===== src/rtl/edge_trig_pkg.sv =====
// edge_trig_pkg: mode encodings and edge-enable helper shared by the edge trigger array
package edge_trig_pkg;
   localparam int MODE_W = 2;
   localparam logic [MODE_W-1:0] MODE_OFF  = 2'b00;
   localparam logic [MODE_W-1:0] MODE_RISE = 2'b01;
   localparam logic [MODE_W-1:0] MODE_FALL = 2'b10;
   localparam logic [MODE_W-1:0] MODE_BOTH = 2'b11;

   function automatic logic mode_hit(input logic [MODE_W-1:0] m, input logic rise);
      return rise ? (m == MODE_RISE || m == MODE_BOTH) : (m == MODE_FALL || m == MODE_BOTH);
   endfunction
endpackage


===== src/rtl/edge_trig_chan.sv =====
// edge_trig_chan: one channel of synchroniser, debounce, edge select and sticky flags
module edge_trig_chan
   import edge_trig_pkg::*;
#(
   parameter int SYNC_STAGES = 2,
   parameter int DEBOUNCE    = 4
) (
   input  logic              clk,
   input  logic              rst,
   input  logic              sig_i,
   input  logic [MODE_W-1:0] mode_i,
   input  logic              clr_i,
   output logic              level_o,
   output logic              trigger_o,
   output logic              pending_o,
   output logic              overrun_o
);
   localparam int CW = $clog2(DEBOUNCE + 1);

   logic [SYNC_STAGES-1:0] sync_q, sync_d;
   logic [CW-1:0]          cnt_q, cnt_d;
   logic                   level_q, level_d, ev_q, ev_d, trig_q, pend_q, pend_d, ovr_q, ovr_d;
   logic                   s, accept;

   // ev_q carries the mode-qualified edge from the level-update edge to the trigger edge
   always_comb begin
      s       = sync_q[SYNC_STAGES-1];
      sync_d  = SYNC_STAGES'({sync_q, sig_i});
      accept  = (s != level_q) && (cnt_q == CW'(DEBOUNCE - 1));
      cnt_d   = (s == level_q || accept) ? '0 : cnt_q + CW'(1);
      level_d = accept ? s : level_q;
      ev_d    = accept && mode_hit(mode_i, s);
      pend_d  = ev_q ? 1'b1 : (clr_i ? 1'b0 : pend_q);
      ovr_d   = clr_i ? 1'b0 : ((ev_q && pend_q) ? 1'b1 : ovr_q);
   end

   always_ff @(posedge clk)
      if (rst) begin
         sync_q  <= '0;
         cnt_q   <= '0;
         level_q <= 1'b0;
         ev_q    <= 1'b0;
         trig_q  <= 1'b0;
         pend_q  <= 1'b0;
         ovr_q   <= 1'b0;
      end else begin
         sync_q  <= sync_d;
         cnt_q   <= cnt_d;
         level_q <= level_d;
         ev_q    <= ev_d;
         trig_q  <= ev_q;
         pend_q  <= pend_d;
         ovr_q   <= ovr_d;
      end

   assign level_o   = level_q;
   assign trigger_o = trig_q;
   assign pending_o = pend_q;
   assign overrun_o = ovr_q;
endmodule


===== src/rtl/edge_trigger_array.sv =====
// edge_trigger_array: N independent debounced edge-trigger channels plus an any-pending flag
module edge_trigger_array
   import edge_trig_pkg::*;
#(
   parameter int N_CH        = 4,
   parameter int SYNC_STAGES = 2,
   parameter int DEBOUNCE    = 4
) (
   input  logic                   clk,
   input  logic                   rst,
   input  logic [N_CH-1:0]        sig_in,
   input  logic [MODE_W*N_CH-1:0] mode,
   input  logic [N_CH-1:0]        clr,
   output logic [N_CH-1:0]        level,
   output logic [N_CH-1:0]        trigger,
   output logic [N_CH-1:0]        pending,
   output logic [N_CH-1:0]        overrun,
   output logic                   any_pending
);
   for (genvar i = 0; i < N_CH; i++) begin : g_ch
      edge_trig_chan #(
         .SYNC_STAGES(SYNC_STAGES),
         .DEBOUNCE   (DEBOUNCE)
      ) u_chan (
         .clk      (clk),
         .rst      (rst),
         .sig_i    (sig_in[i]),
         .mode_i   (mode[MODE_W*i +: MODE_W]),
         .clr_i    (clr[i]),
         .level_o  (level[i]),
         .trigger_o(trigger[i]),
         .pending_o(pending[i]),
         .overrun_o(overrun[i])
      );
   end

   assign any_pending = |pending;
endmodule

===== config.mk =====
export PLATFORM = sky130hd
export DESIGN_NAME = edge_trigger_array
export DESIGN_NICKNAME = d
export VERILOG_FILES = /design/src/rtl/edge_trig_pkg.sv /design/src/rtl/edge_trig_chan.sv /design/src/rtl/edge_trigger_array.sv
export SDC_FILE = /design/constraint.sdc
export NUM_CORES = 1
export LEC_CHECK = 0
export CAP_MARGIN = 5
export CORE_MARGIN = 2
export CORE_UTILIZATION = 43
export DETAILED_ROUTE_END_ITERATION = 10
export HOLD_SLACK_MARGIN = 0.02
export PLACE_DENSITY = 0.86
export SYNTH_ARGS = -nofsm -noshare
export SYNTH_HDL_FRONTEND = slang
export SYNTH_HIERARCHICAL = 1
export SYNTH_SLANG_ARGS = --single-unit

===== constraint.sdc =====
create_clock -name clk -period 1 [get_ports clk]
set_input_delay 0.2 -clock clk [delete_from_list [all_inputs] [get_ports clk]]
set_output_delay 0.2 -clock clk [all_outputs]
set_load 0.1 [all_outputs]

==> results.ini <==
[setup_path]
path_class=reg -> out
worstPathRequired_ns=0.80
path_max_fanout=2
end_kind=primary output
worstPathArrival_ns=1.44
startpoint_type=flip-flop

[clock_network]
cts.sink_count=40
cts_tree=built
clockBufferDepth=2
path_clk_slew_ns=0.12
cts_made_buffers=5
root_buffer=clkbuf_4
hold_buffers=0
htree_levels=2
insertion_delay_ns=0.35

[floorplan]
start_util_pct=45.6
fp.coreArea_sq_um=3100
die_w_microns=61.3
fp.dieH_microns=61.3
num_io_pins=35
fp-row-count=20
die_area_sq_um=3760

[final_layout]
final_cell_count_no_fill=229
area_growth_syn_to_layout_pct=81.8
multi_input_area_sq_um=896
num-nets-final=210
regArea_sq_um=853
fin_area_sq_um=2570
drive_gt1_share_pct=53.0
antennaDiodeCount=0
fillers=172

[sta]
tightestPinTransition_ns=0.301
rsz0062_at_grt=true
final-hold-violation-count=0
slew-limit-headroom_pct=79.9
worst_slack_ns=-0.639
hold_ws_ns=0.392
setup_violations=32
maxSlewViolCount=0
min_period_over_period_pct=164
min_period_ns=1.64
fmax_ghz=0.610
clock_skew_ns=0.00796

[logic_synthesis]
yosysUniqueCellTypes=15
synthMuxAreaShare_pct=2.83
yosys.area_share.simple_pct=23.2
synth_top_cell_area_share_pct=56.6
synth_xor_area_share_pct=2.48
synth_commonest_cells=dfxtp_1, a21oi_1
postSynthAreaPerCell_sq_um=11.0
netlist_area_sq_um=1410
synth_top_family_by_area=simple AND/OR/NAND/NOR gates
ys_top_cells_by_area=dfxtp_1, ha_1, a21oi_1
ys_warn_count=6
synth_largest_area_cell=dfxtp_1
yosysSeqAreaShare_pct=56.6
synth_compound_area_share_pct=4.25
synth_most_common_cell=dfxtp_1
ys_ff_latch=40
ys.flop_type=dfxtp_1
synth_nets=155
synth-edff-count=0
yosys.area_share.adder_pct=7.08
synthArstFlopShare_pct=0
netlist_instances=129

[placed_design]
dp.cells=208
gp_congestion=0.669
dpl.hpwl_microns=2060
io_buffer_count=34
place_area_sq_um=2110

[drt]
final_antenna_net_count=0
dr.first_iter.drc_count=13
drcViolationCount=0
viasPerCell=5.06
wire_per_inst_microns=17.4
num_vias=1158
wirelength_microns=3980
firstDrtPassIters=4

[outcome]
violations=negative setup slack
status=finished with violations

[global_routing]
overflow=0
grt_pass1_wl_microns=5660
grt_max_degree=41
grt_use_total_pct=21.5
grt_pass1_vias=1236
antenna_found_initial=0

[pwr]
power_leakage_uw=0.000857
ir_drop_v=0.000799
powerDensity_nw_per_um2=1000

[min_path]
hold_path_class=in -> reg

[run]
max_cap_viol_count=0

flip-flops by register name (all words and copies together) (netlist names):
register / count
g_ch.u_chan/pending_o: 4
g_ch.u_chan/trigger_o: 4
g_ch.u_chan/cnt_q: 12
g_ch.u_chan/overrun_o: 4
g_ch.u_chan/sync_q: 8
g_ch.u_chan/level_o: 4
g_ch.u_chan/ev_q: 4
layout make-up:
class / count / share of cell area, %
multi-input combinational: 77 / 34.9
sequential: 40 / 33.2
inverter: 8 / 1.17
clock buffer: 5 / 1.46
timing repair buffer: 52 / 26.6
clock inverter: 3 / 0.536
tap: 44 / 2.14
worst paths after layout:
path                                                from                        to  slack (ns)  cells past startpoint
worst min-delay path                              clr[2]  g_ch[2].u_chan/overrun_o        0.39                      2
worst max-delay path            g_ch[3].u_chan/pending_o               any_pending       -0.64                      2
worst max register to register   g_ch[1].u_chan/cnt_q[0]   g_ch[1].u_chan/cnt_q[0]       -0.12                      3
worst min register to register  g_ch[2].u_chan/sync_q[0]  g_ch[2].u_chan/sync_q[1]        0.45                      1
worst max-delay path, cell delays in order, from the launching register on:
cell and delay, ns:
dfxtp_4 0.36, or4_4 0.55, buf_12 0.18
metrics by stage:
step | power (uW) | setup TNS, ns | utilization [%] | worst slack [ns]
6_report | 2580 | -3.43 | 82.8 | -0.639
5_1_grt | 2680 | -4.63 | 82.8 | -0.677
4_1_cts | 2550 | -3.09 | 76.8 | -0.645
3_5_place_dp | 1780 | -6.60 | 68.0 | -0.251
3_3_place_gp | 1770 | -4.96 | 68.0 | -0.238
2_1_floorplan | 1690 | -0.377 | - | -0.377
placed cells by master (no fill, tap or decap), drive strengths merged:
cell | Yosys | layout
nor4 | 8 | 8
dfxtp | 40 | 40
or4 | 1 | 1
clkdlybuf4s50 | 0 | 17
nor4b | 4 | 4
mux2i | 4 | 4
ha | 8 | 8
nand3b | 8 | 8
inv | 8 | 8
nor2b | 8 | 8
nand2b | 8 | 8
a21oi | 12 | 12
nor3 | 4 | 4
clkbuf | 0 | 5
nor2 | 8 | 8
xnor2 | 4 | 4
buf | 4 | 35
clkinv | 0 | 3
report_power, final:
part,internal [uW],leakage [uW],switching (uW)
registers,1590,0.000339,20.3
logic,115,0.000485,76.0
clock network,258,0.0000324,522
total,1960,0.000857,619
metal layers:
layer	global-route usage, %	wire length, microns
met1	20.8	1430
met2	42.4	2270
met3	4.83	165
met4	10.3	106
met5	0	0
cells by family (layout without fill, tap and decap cells):
group	after synthesis	in the layout
compound gates	12	12
xor+xnor	4	4
mux	4	4
simple gates	49	49
flops	40	40
buf+inv	12	68
fa+ha+maj	8	8
timing repair:
action | 4_1_cts | 5_1_grt
pin swaps | 13 | 9
gates cloned | 0 | 0
setup buffers | 9 | 6
resized for setup | 29 | 25
endpoints found under the setup margin | 34 | 37
Power figures use the tool's default switching activity.
